==> config.mk <==
export PLATFORM = sky130hd
export DESIGN_NAME = universal_shift_register_flat
export DESIGN_NICKNAME = d
export VERILOG_FILES = /design/src/rtl/universal_shift_register_pkg.sv /design/src/rtl/universal_shift_register_if.sv /design/src/rtl/universal_shift_register_next_value.sv /design/src/rtl/universal_shift_register.sv /design/src/flat_wrapper.sv
export SDC_FILE = /design/constraint.sdc
export NUM_CORES = 1
export LEC_CHECK = 0
export ABC_AREA = 1
export CAP_MARGIN = 20
export CORE_UTILIZATION = 51
export DETAILED_ROUTE_END_ITERATION = 16
export PLACE_DENSITY = 0.8
export SLEW_MARGIN = 20
export SYNTH_ARGS = -nofsm -noshare
export SYNTH_HDL_FRONTEND = slang
export SYNTH_SLANG_ARGS = --single-unit
==> constraint.sdc <==
create_clock -name clk -period 2.3 [get_ports clk]
set_clock_uncertainty 0.1 [all_clocks]
set_input_delay 0.23 -clock clk [delete_from_list [all_inputs] [get_ports clk]]
set_output_delay 0.23 -clock clk [all_outputs]
set_load 0.1 [all_outputs]
==> src/rtl/universal_shift_register_pkg.sv <==
// Shared types for the universal shift register: operation modes, burst FSM
// states and the shift-class predicate used to decide whether a start launches a burst.
package usr_pkg;

  typedef enum logic [2:0] {
    HOLD = 3'd0,
    SHR  = 3'd1,
    SHL  = 3'd2,
    LOAD = 3'd3,
    ROTR = 3'd4,
    ROTL = 3'd5,
    ASR  = 3'd6,
    CLR  = 3'd7
  } mode_e;

  typedef enum logic {
    IDLE = 1'b0,
    RUN  = 1'b1
  } state_e;

  function automatic logic is_shift(input mode_e m);
    return (m == SHR) || (m == SHL) || (m == ROTR) || (m == ROTL) || (m == ASR);
  endfunction

endpackage

==> src/rtl/universal_shift_register_if.sv <==
// Control/data bundle of the universal shift register. The master side drives
// mode, serial/parallel data and burst requests; the slave side returns the register and status.
interface universal_shift_register_if import usr_pkg::*; #(
  parameter int MSB = 4
) ();
  localparam int CW = $clog2(MSB + 1);

  logic           en;
  mode_e          mode;
  logic           d_r;
  logic           d_l;
  logic [MSB-1:0] par_in;
  logic           start;
  logic [CW-1:0]  shamt;
  logic [MSB-1:0] out;
  logic           so_r;
  logic           so_l;
  logic           busy;
  logic           done;
  state_e         state_dbg;

  modport master (
    output en, mode, d_r, d_l, par_in, start, shamt,
    input  out, so_r, so_l, busy, done, state_dbg
  );

  modport slave (
    input  en, mode, d_r, d_l, par_in, start, shamt,
    output out, so_r, so_l, busy, done, state_dbg
  );
endinterface

==> src/rtl/universal_shift_register_next_value.sv <==
// Combinational next-register function for one mode step; shared by the
// manual path and the burst engine.
module usr_next_value import usr_pkg::*; #(
  parameter int MSB = 4
) (
  input  logic [MSB-1:0] cur,
  input  mode_e          mode,
  input  logic           d_r,
  input  logic           d_l,
  input  logic [MSB-1:0] par_in,
  output logic [MSB-1:0] nxt
);
  always_comb begin
    nxt = cur;
    case (mode)
      HOLD:    nxt = cur;
      SHR:     nxt = {d_r, cur[MSB-1:1]};
      SHL:     nxt = {cur[MSB-2:0], d_l};
      LOAD:    nxt = par_in;
      ROTR:    nxt = {cur[0], cur[MSB-1:1]};
      ROTL:    nxt = {cur[MSB-2:0], cur[MSB-1]};
      ASR:     nxt = {cur[MSB-1], cur[MSB-1:1]};
      CLR:     nxt = '0;
      default: nxt = cur;
    endcase
  end
endmodule

==> src/rtl/universal_shift_register.sv <==
// MSB-bit eight-mode shift register with a burst engine that repeats a
// shift/rotate shamt times (0 means MSB) from one start pulse, then pulses done.
module universal_shift_register import usr_pkg::*; #(
  parameter int MSB = 4
) (
  input logic clk,
  input logic rst,
  universal_shift_register_if.slave bus
);
  localparam int CW = $clog2(MSB + 1);

  state_e         state_q, state_d;
  mode_e          burst_mode_q, burst_mode_d;
  logic [CW-1:0]  cnt_q, cnt_d;
  logic [MSB-1:0] out_q, out_d;
  logic           busy_q, busy_d;
  logic           done_q, done_d;
  mode_e          op_mode;
  logic [MSB-1:0] nxt;
  logic [CW-1:0]  first_cnt;

  usr_next_value #(.MSB(MSB)) u_next (
    .cur    (out_q),
    .mode   (op_mode),
    .d_r    (bus.d_r),
    .d_l    (bus.d_l),
    .par_in (bus.par_in),
    .nxt    (nxt)
  );

  always_comb begin
    first_cnt    = (bus.shamt == '0) ? CW'(MSB) : bus.shamt;
    op_mode      = (state_q == RUN) ? burst_mode_q : bus.mode;
    state_d      = state_q;
    burst_mode_d = burst_mode_q;
    cnt_d        = cnt_q;
    out_d        = out_q;
    done_d       = 1'b0;
    if (bus.en) begin
      out_d = nxt;
      case (state_q)
        IDLE: begin
          // The launching cycle already performs the first step.
          if (bus.start && is_shift(bus.mode)) begin
            burst_mode_d = bus.mode;
            if (first_cnt == CW'(1)) begin
              cnt_d  = '0;
              done_d = 1'b1;
            end else begin
              state_d = RUN;
              cnt_d   = first_cnt - CW'(1);
            end
          end
        end
        RUN: begin
          cnt_d = cnt_q - CW'(1);
          if (cnt_q == CW'(1)) begin
            state_d = IDLE;
            done_d  = 1'b1;
          end
        end
        default: state_d = IDLE;
      endcase
    end
    busy_d = (state_d == RUN);
  end

  // done is not gated by en, so the pulse always lasts exactly one cycle.
  always_ff @(posedge clk or posedge rst) begin
    if (rst) begin
      state_q      <= IDLE;
      burst_mode_q <= HOLD;
      cnt_q        <= '0;
      out_q        <= '0;
      busy_q       <= 1'b0;
      done_q       <= 1'b0;
    end else begin
      state_q      <= state_d;
      burst_mode_q <= burst_mode_d;
      cnt_q        <= cnt_d;
      out_q        <= out_d;
      busy_q       <= busy_d;
      done_q       <= done_d;
    end
  end

  assign bus.out       = out_q;
  assign bus.so_r      = out_q[0];
  assign bus.so_l      = out_q[MSB-1];
  assign bus.busy      = busy_q;
  assign bus.done      = done_q;
  assign bus.state_dbg = state_q;
endmodule

==> src/flat_wrapper.sv <==
// flat-port wrapper written by rule: the top's interface ports become plain ports
module universal_shift_register_flat import usr_pkg::*;
#(
  parameter int MSB = 4
)
  (clk, rst, bus_en, bus_mode, bus_d_r, bus_d_l, bus_par_in, bus_start, bus_shamt, bus_out, bus_so_r, bus_so_l, bus_busy, bus_done, bus_state_dbg);
  universal_shift_register_if #(.MSB(MSB)) bus_i ();
  input logic clk;
  input logic rst;
  input wire logic [$bits(bus_i.en)-1:0] bus_en;
  input wire logic [$bits(bus_i.mode)-1:0] bus_mode;
  input wire logic [$bits(bus_i.d_r)-1:0] bus_d_r;
  input wire logic [$bits(bus_i.d_l)-1:0] bus_d_l;
  input wire logic [$bits(bus_i.par_in)-1:0] bus_par_in;
  input wire logic [$bits(bus_i.start)-1:0] bus_start;
  input wire logic [$bits(bus_i.shamt)-1:0] bus_shamt;
  output wire logic [$bits(bus_i.out)-1:0] bus_out;
  output wire logic [$bits(bus_i.so_r)-1:0] bus_so_r;
  output wire logic [$bits(bus_i.so_l)-1:0] bus_so_l;
  output wire logic [$bits(bus_i.busy)-1:0] bus_busy;
  output wire logic [$bits(bus_i.done)-1:0] bus_done;
  output wire logic [$bits(bus_i.state_dbg)-1:0] bus_state_dbg;
  assign bus_i.en = bus_en;
  assign bus_i.mode = bus_mode;
  assign bus_i.d_r = bus_d_r;
  assign bus_i.d_l = bus_d_l;
  assign bus_i.par_in = bus_par_in;
  assign bus_i.start = bus_start;
  assign bus_i.shamt = bus_shamt;
  assign bus_out = bus_i.out;
  assign bus_so_r = bus_i.so_r;
  assign bus_so_l = bus_i.so_l;
  assign bus_busy = bus_i.busy;
  assign bus_done = bus_i.done;
  assign bus_state_dbg = bus_i.state_dbg;
  universal_shift_register #(.MSB(MSB)) u_core (.clk(clk), .rst(rst), .bus(bus_i));
endmodule
Word-level counts from Yosys, hierarchy flattened
Cells that the tools add are included.
{ "op_classes": {"n_eq_ne": 15, "n_reduce_logical": 11, "bitwise_logic": 3, "addsub": 2, "muxes": 15} }
{ "op_table": {"columns": ["operator", "n"], "rows": [
  ["case mux 4 bit (7 select lines)", 1],
  ["equality test 3 bit (second input constant)", 7],
  ["equality test 3 x 1 -> 1 bit (second input constant)", 4],
  ["2-to-1 mux 3 bit", 4],
  ["equality test 3 x 2 -> 1 bit (second input constant)", 3],
  ["2-to-1 mux 1 bit", 7],
  ["logical NOT 3 bit", 2],
  ["case mux 3 bit (2 select lines)", 1],
  ["AND reduction 3 bit", 2],
  ["subtractor 3 x 1 -> 3 bit (second input constant)", 2],
  ["logical OR 1 bit", 4],
  ["case mux 1 bit (2 select lines)", 2],
  ["AND reduction 2 bit", 2],
  ["inverter 1 bit", 3],
  ["!= test 2 x 1 -> 1 bit (second input constant)", 1],
  ["logical AND 1 bit", 1]
]} }
{ "totals": {"out_inout_bits": 9, "elab_cells": 52, "input_bits": 16, "reg_bits": 12} }

Depth between registers and ports, before layout
Gate-level depths: netlist (run 1).
{ "logic_depth": {"word_depth": 9, "depth_mapped": 10} }

Modules after synthesis
A second synthesis (run 1) with hierarchy kept.
{ "hier_totals": {"hier_cells": 161, "hier_area_um2": 1064.8} }
{ "modules_own_cells": {"columns": ["module", "area_each_um2", "cells_per_inst", "instances"], "rows": [
  ["universal_shift_register", 734.5, 100, 1],
  ["usr_next_value", 330.3, 61, 1]
]} }

Least setup slack after synthesis (run 1)
No wires, ideal clock.
{ "synth_path": {"kind": "reg-to-reg", "from": "reg u_core.state_q (netlist: u_core.bus.state_dbg)", "to": "reg u_core.out_q[0] (netlist: u_core.bus.out[0])", "required_time_ns": 2.079, "slack_ns": 0.286, "t_arrival_ns": 1.793, "path_buffers": 0, "stages_incl_launch_ff": 10, "path_cell_list": "dfrtp_1 > inv_2 > nand2_1 > nand2_4 > nand3_2 > nand2_2 > inv_2 > nand2_1 > nor2_1 > nor2_1"} }
{ "synth_between": {"elab_chain_cells": 4} }
{ "synth_lines": {"columns": ["element", "line", "rtl"], "rows": [
  ["start: declaration", "universal_shift_register.sv:12", "state_e state_q, state_d;"],
  ["start signal: assignment", "universal_shift_register.sv:78", "state_q <= state_d;"],
  ["2-to-1 mux 3 bit (*)", "universal_shift_register.sv:33", "op_mode = (state_q == RUN) ? burst_mode_q : bus.mode;"],
  ["parallel branches: the longest is 3 deep, another holds case mux 4 bit (7 select lines)", null, null],
  ["end signal: assignment", "universal_shift_register.sv:81", "out_q <= out_d;"],
  ["end: declaration", "universal_shift_register.sv:15", "logic [MSB-1:0] out_q, out_d;"]
]} }
Every way passes the cells marked *.
A chain may end at the register's enable or synchronous reset.

Worst setup path after layout (run 1)
{ "layout_path": {"from": "reg u_core.state_q (netlist: u_core.bus.state_dbg)", "to": "reg u_core.out_q[1] (netlist: u_core.bus.out[1])"} }
Same word-level chain as after synthesis.

==> flow_summary.toml, run 1 <==
[run_status]
status = "completed"

[clocking]
clockRootBuffer = "clkbuf_4"
post_cts_buffers = 0
cts_hold_repair.buffers = 0
insertion_delay_ns = 0.27
clk_path_buf_depth = 2
ctsResizeCount = 0
cts_max_level = 1
path_clk_slew_ns = 0.07
cts_buffers = 3
cts.sinks = 12
cts_tree = "yes"

[placement]
dpl_cell_area_um2 = 1160
gp_congestion = 0.801
port_buffers = 24
hpwl_mm = 1.56

[setup_path]
crit_chain = "inv_2 -> nand2_1 -> nand2_2 -> nand3_2 -> nand2_2 -> inv_2 -> nand2_1 -> nor2_1 -> nor2_1"
cpLargestDelayFamily = "flip-flops"
start_kind = "flip-flop"
crit_arrival_ns = 1.86
crit_type = "reg2reg"
startpoint = "u_core.bus.state_dbg$_DFFE_PP0P_"
max_stage_delay_ns = 0.70
cp_max_fo = 17
cp_data_required_time_ns = 2.35
r2r_slack_ns = 0.50
critPathCaptureType = "flip-flop"
crit_path_end = "u_core.bus.out[1]$_DFFE_PP0P_"
path_buf_inv = 2
critPathSlowestCell = "dfrtp_1"
r2r_cells = 9
r2r_start = "u_core.bus.state_dbg$_DFFE_PP0P_"
reg2reg_to = "u_core.bus.out[1]$_DFFE_PP0P_"
cp.depth = 9

[sta]
max_slew_margin = 0.629
clock.fmax_mhz = 554
setup_tns_ns = 0
slew_violations = 0
tightest_slew_ns = 0.557
hold_viol = 0
min_period_over_period = 0.785
setup_viol = 0
period_minus_slack_ns = 1.80
grt_setup_unrepaired = "false"

[yosys]
yosys_warnings = 0
synth_seq_area_share = 0.318
syn_area_um2 = 945
ys_ff_latch = 12
syn_avg_cell_area_um2 = 6.85
yosysUniqueCellTypes = 19
syn-num-nets = 159
syn_inst = 138

[global_route]
grt_pass1_wl_mm = 3.26
grt_pass1_vias = 795
globalRoute.totalOverflow = 0
grt_max_degree = 18
gr-usage-all-layers = 0.225
antenna_found_initial = 0

[die]
io_pins = 25
core_region_area_um2 = 1730
core.rowCount = 15
dieArea_um2 = 2030
die_y_um = 45.0
dieWidth_um = 45.0
start_util = 0.547

[route]
wirelength_mm = 1.95
met2_length_um = 958
routed_via_density = 4.98
topRoutingLayerUsed = "met4"
ant_nets = 0
vias = 927
met1Wirelength_um = 875
drc = 0
drtIter0Drc = 21
routedWlPerCell_um = 10.5
drtPass1Iterations = 4
dr_wl_met3_um = 82

[run]
cap_viol_max_count = 0

[hold_path]
hold_class = "in2async"

[finish]
n_antenna_cell = 0
area_growth_pct = 25.2
layout.nets = 184
final_cell_area_um2 = 1180
final_layout_size_suffix_gt1_frac = 0.174
layout_common_cells = "36 x nand2_1, 18 x nor2_1, 16 x inv_1"
final_common_cell = "nand2_1"
fillers = 156
## worst min-delay path by stage
stage / startpoint / to / slack [ns] / cells past startpoint
4_1_cts: rst / u_core.cnt_q[1]$_DFFE_PP0P_ / 0.18 / 2
2_1_floorplan: rst / u_core.burst_mode_q[0]$_DFFE_PP0P_ / -0.005 / 1
3_3_place_gp: u_core.cnt_q[1]$_DFFE_PP0P_ / u_core.cnt_q[1]$_DFFE_PP0P_ / 0.45 / 2
6_report: rst / u_core.cnt_q[1]$_DFFE_PP0P_ / 0.17 / 2
5_1_grt: rst / u_core.cnt_q[1]$_DFFE_PP0P_ / 0.21 / 2
3_5_place_dp: u_core.bus.out[3]$_DFFE_PP0P_ / u_core.bus.out[3]$_DFFE_PP0P_ / 0.46 / 2
## metal layers
| layer | up-vias | GRT usage |
|---|---|---|
| met3 | 4 | 0.0240 |
| met4 | 0 | 0.109 |
| met2 | 27 | 0.380 |
| met1 | 416 | 0.286 |
| li1 | 480 | - |
| met5 | - | 0 |
## registers in the layout, indices dropped and copies added (netlist names)
name	cells
u_core.bus.out	4
u_core.bus.state_dbg	1
u_core.cnt_q	3
u_core.burst_mode_q	3
u_core.bus.done	1
## cell usage after synthesis (all sizes together)
cell    count  share of area
nor3        1         0.0053
ha          5          0.066
xnor2       2          0.019
a21boi      1         0.0079
nor2       18          0.072
dfrtp      12           0.32
nand2      48           0.23
buf         4          0.036
a21oi       2          0.011
nand4       4          0.026
nor3b       1         0.0079
inv        18          0.072
nand3      12          0.074
o21ai      10          0.053
## cell type report
class                   instances  area [um^2]  area share
inverters                      18         67.6      0.0571
clock buffers                   3         22.5      0.0190
well taps                      25         31.3      0.0265
flip-flops and latches         12          300       0.254
multi-input cells             104          543       0.459
repair buffers                 24          218       0.184
## per-stage QoR
step / hold slack [ns] / worst slack [ns] / util / cells
detailed placement: 0.457 / 0.433 / 0.672 / 183
finish: 0.166 / 0.495 / 0.685 / 186
global placement: 0.450 / 0.523 / 0.672 / 183
CTS: 0.184 / 0.537 / 0.685 / 186
global route: 0.211 / 0.361 / 0.685 / 186
floorplan: -0.00530 / 0.286 / - / 138
## cells by family after synthesis
logic type | Yosys count | synth area share
xor gates and xnor gates | 2 | 0.0185
and+or+nand+nor | 84 | 0.419
adders and majority gates | 5 | 0.0662
AOI/OAI and AO/OA | 13 | 0.0715
buffers and inverters | 22 | 0.107
DFF | 12 | 0.318
Power of run 1 is left out: the tool's default activity adds up to more than one toggle a clock period on the data nets, which glitch-free logic cannot reach.
==> run 2: changes to the inputs <==
CORE_UTILIZATION = 47   (was 51)
PLACE_DENSITY = 0.75   (was 0.8)
clock period = 1.8 ns   (was 2.3 ns; I/O delays follow)
==> flow_summary.toml, run 2 (synthesis gave the netlist of run 1 again) <==
[die]
io_pins = 25
dieArea_um2 = 2190
dieWidth_um = 46.8
start_util = 0.524
core_region_area_um2 = 1800
die_y_um = 46.8
core.rowCount = 15

[sta]
slew_violations = 0
grt_setup_unrepaired = "false"
hold_viol = 0
max_slew_margin = 0.699
clock.fmax_mhz = 614
setup_viol = 0
tightest_slew_ns = 0.451
period_minus_slack_ns = 1.63
min_period_over_period = 0.905
setup_tns_ns = 0

[run]
cap_viol_max_count = 0

[route]
drtIter0Drc = 32
routed_via_density = 5.10
vias = 958
drtPass1Iterations = 4
wirelength_mm = 2.06
routedWlPerCell_um = 10.9
ant_nets = 0
drc = 0

[clocking]
path_clk_slew_ns = 0.07
post_cts_buffers = 0
cts.sinks = 12
cts_hold_repair.buffers = 0
ctsResizeCount = 0
insertion_delay_ns = 0.27
clk_path_buf_depth = 2
clockRootBuffer = "clkbuf_4"
cts_tree = "yes"
cts_max_level = 1
cts_buffers = 3

[placement]
gp_congestion = 0.896
port_buffers = 24
hpwl_mm = 1.71

[setup_path]
cp_data_required_time_ns = 1.90
critPathCaptureType = "flip-flop"
crit_type = "reg2reg"
start_kind = "flip-flop"
crit_arrival_ns = 1.73
cp_max_fo = 11

[global_route]
grt_util_met2 = 0.378
grt_pass1_vias = 839
top_usage_layer = "met2"
met3_usage = 0.0385
grt_max_degree = 13
grtUsageMet1 = 0.277
grt_pass1_wl_mm = 3.39
antenna_found_initial = 0
gr-usage-all-layers = 0.220
globalRoute.totalOverflow = 0

[finish]
final_common_cell = "nand2_1"
n_antenna_cell = 0
final_layout_size_suffix_gt1_frac = 0.184
area_growth_pct = 37.1
layout_common_cells = "36 x nand2_1, 18 x nor2_1, 16 x inv_1"
layout.nets = 185
largest_reg_flops = 4

[hold_path]
hold_class = "in2async"

[run_status]
status = "completed"
-- run 2: cell types whose count changed in the layout (fill, tap and decap cells not counted), sizes merged --
cell,previous run,this run
buf,9,10
clkbuf,3,4
-- run 2: final cells by class --
class / count / area, um^2
multi-input cells: 104 / 543
fillers: 166 / 507
repair buffers: 25 / 325
inverters: 18 / 67.6
flip-flops and latches: 12 / 302
clock buffers: 4 / 26.3
well taps: 25 / 31.3
-- run 2: per-stage QoR --
step                      area (um^2)  hold WS, ns  cells  utilization  setup slack [ns]
final                            1290        0.113    188        0.719             0.171
after global routing             1290        0.162    188        0.719            0.0568
after CTS                        1290        0.128    188        0.719             0.160
after detailed placement         1270        0.419    184        0.704            0.0124
after global placement           1270        0.416    184        0.704            0.0985
after floorplan                   946      -0.0554    138            -             0.135
-- run 2: final timing paths --
path,start,end,slack (ns),depth (start not counted)
setup / recovery,u_core.bus.state_dbg$_DFFE_PP0P_,u_core.bus.out[1]$_DFFE_PP0P_,0.17,9
hold / removal,rst,u_core.bus.out[3]$_DFFE_PP0P_,0.11,2
setup reg to reg,u_core.bus.state_dbg$_DFFE_PP0P_,u_core.bus.out[1]$_DFFE_PP0P_,0.17,9
hold reg to reg,u_core.cnt_q[1]$_DFFE_PP0P_,u_core.cnt_q[1]$_DFFE_PP0P_,0.47,2
max in group asynchronous,rst,u_core.bus.state_dbg$_DFFE_PP0P_,1.16,2
min in group clk,bus_mode[2],u_core.burst_mode_q[2]$_DFFE_PP0P_,0.46,3
-- run 2: worst max-delay path: stages, from the launching register on --
cell and delay (ns):
dfrtp_2 0.52, inv_2 0.18, nand2_1 0.08, nand2_2 0.15, nand2_2 0.10, nor2_1 0.15
nand2_1 0.07, nand2_1 0.07, nor2_1 0.04, nor2_1 0.09
-- run 2: layer usage --
layer | vias up | part of all wire
li1 | 480 | -
met1 | 442 | 0.44
met5 | - | 0
met2 | 34 | 0.51
met3 | 2 | 0.045
met4 | 0 | 0.0053
Power of run 2 is left out for the same reason.
==> run 3: changes to the inputs <==
MAX_ROUTING_LAYER = met4   (was default)
==> flow_summary.toml, run 3 (synthesis gave the netlist of run 1 again) <==
[run_status]
status = "completed"

[clocking]
cts_hold_repair.buffers = 0
ctsResizeCount = 0
cts_tree = "yes"
insertion_delay_ns = 0.27
clockRootBuffer = "clkbuf_4"
cts.sinks = 12
clk_path_buf_depth = 2
cts_max_level = 1
path_clk_slew_ns = 0.07
cts_buffers = 3
post_cts_buffers = 0

[placement]
gp_congestion = 0.911
hpwl_mm = 1.71
port_buffers = 24

[setup_path]
critPathCaptureType = "flip-flop"
cp_max_fo = 11
crit_arrival_ns = 1.73
start_kind = "flip-flop"
cp_data_required_time_ns = 1.90
crit_type = "reg2reg"

[sta]
hold_viol = 0
setup_viol = 0
tightest_slew_ns = 0.452
clock.fmax_mhz = 613
grt_setup_unrepaired = "false"
max_slew_margin = 0.698
setup_tns_ns = 0
period_minus_slack_ns = 1.63
min_period_over_period = 0.906
slew_violations = 0

[die]
die_y_um = 46.8
dieArea_um2 = 2190
dieWidth_um = 46.8
core_region_area_um2 = 1800
start_util = 0.524
core.rowCount = 15
io_pins = 25

[finish]
final_layout_size_suffix_gt1_frac = 0.184
layout_common_cells = "36 x nand2_1, 18 x nor2_1, 16 x inv_1"
n_antenna_cell = 0
seqCellArea_um2 = 302
fillers = 166
largest_reg_flops = 4
final_common_cell = "nand2_1"
layout.nets = 185
multi_input_area_um2 = 543
area_growth_pct = 37.1

[hold_path]
hold_class = "in2async"

[global_route]
gr-usage-all-layers = 0.227
globalRoute.totalOverflow = 0
grt_max_degree = 13
antenna_found_initial = 0
grt_pass1_vias = 839
grt_pass1_wl_mm = 3.39

[route]
drtIter0Drc = 38
routedWlPerCell_um = 11.0
drc = 0
routed_via_density = 5.10
ant_nets = 0
drtPass1Iterations = 4
wirelength_mm = 2.07
vias = 958

[run]
cap_viol_max_count = 0
[run 3: cell counts in the layout (fill, tap and decap cells not counted)]
No cell type changed its count.
[run 3: final cells by class]
class	instances	area share
Multi-Input combinational cell	104	0.419
Timing Repair Buffer	25	0.251
Sequential cell	12	0.233
Inverter	18	0.0522
Tap cell	25	0.0242
Clock buffer	4	0.0203
[run 3: routing by layer]
layer | wire [um] | GRT usage
met1 | 914 | 0.277
met5 | 0 | -
met2 | 1050 | 0.378
met4 | 13 | 0.0800
met3 | 91 | 0.0385
[run 3: path summary, 6_finish.rpt]
check                                            startpoint                                 end  slack [ns]  cells after the start
max                        u_core.bus.state_dbg$_DFFE_PP0P_       u_core.bus.out[1]$_DFFE_PP0P_        0.17                      9
min                                                     rst       u_core.bus.out[3]$_DFFE_PP0P_        0.11                      2
max reg2reg                u_core.bus.state_dbg$_DFFE_PP0P_       u_core.bus.out[1]$_DFFE_PP0P_        0.17                      9
min reg2reg                     u_core.cnt_q[1]$_DFFE_PP0P_         u_core.cnt_q[1]$_DFFE_PP0P_        0.47                      2
max in group asynchronous                               rst    u_core.bus.state_dbg$_DFFE_PP0P_        1.15                      2
min in group clk                                bus_mode[2]  u_core.burst_mode_q[2]$_DFFE_PP0P_        0.46                      3
[run 3: through the flow]
stage / util / setup WS (ns) / instance area [um^2] / hold slack [ns] / cells
2_1_floorplan: - / 0.135 / 946 / -0.0554 / 138
3_3_place_gp: 0.704 / 0.0985 / 1270 / 0.416 / 184
3_5_place_dp: 0.704 / 0.0124 / 1270 / 0.419 / 184
4_1_cts: 0.719 / 0.160 / 1290 / 0.128 / 188
5_1_grt: 0.719 / 0.0568 / 1290 / 0.162 / 188
6_report: 0.719 / 0.169 / 1290 / 0.113 / 188
[run 3: critical path, cell delays in order (launching register included)]
cell and delay, ns:
dfrtp_2 0.52, inv_2 0.18, nand2_1 0.08, nand2_2 0.15, nand2_2 0.10, nor2_1 0.15
nand2_1 0.07, nand2_1 0.07, nor2_1 0.04, nor2_1 0.09
Power of run 3 is left out for the same reason.
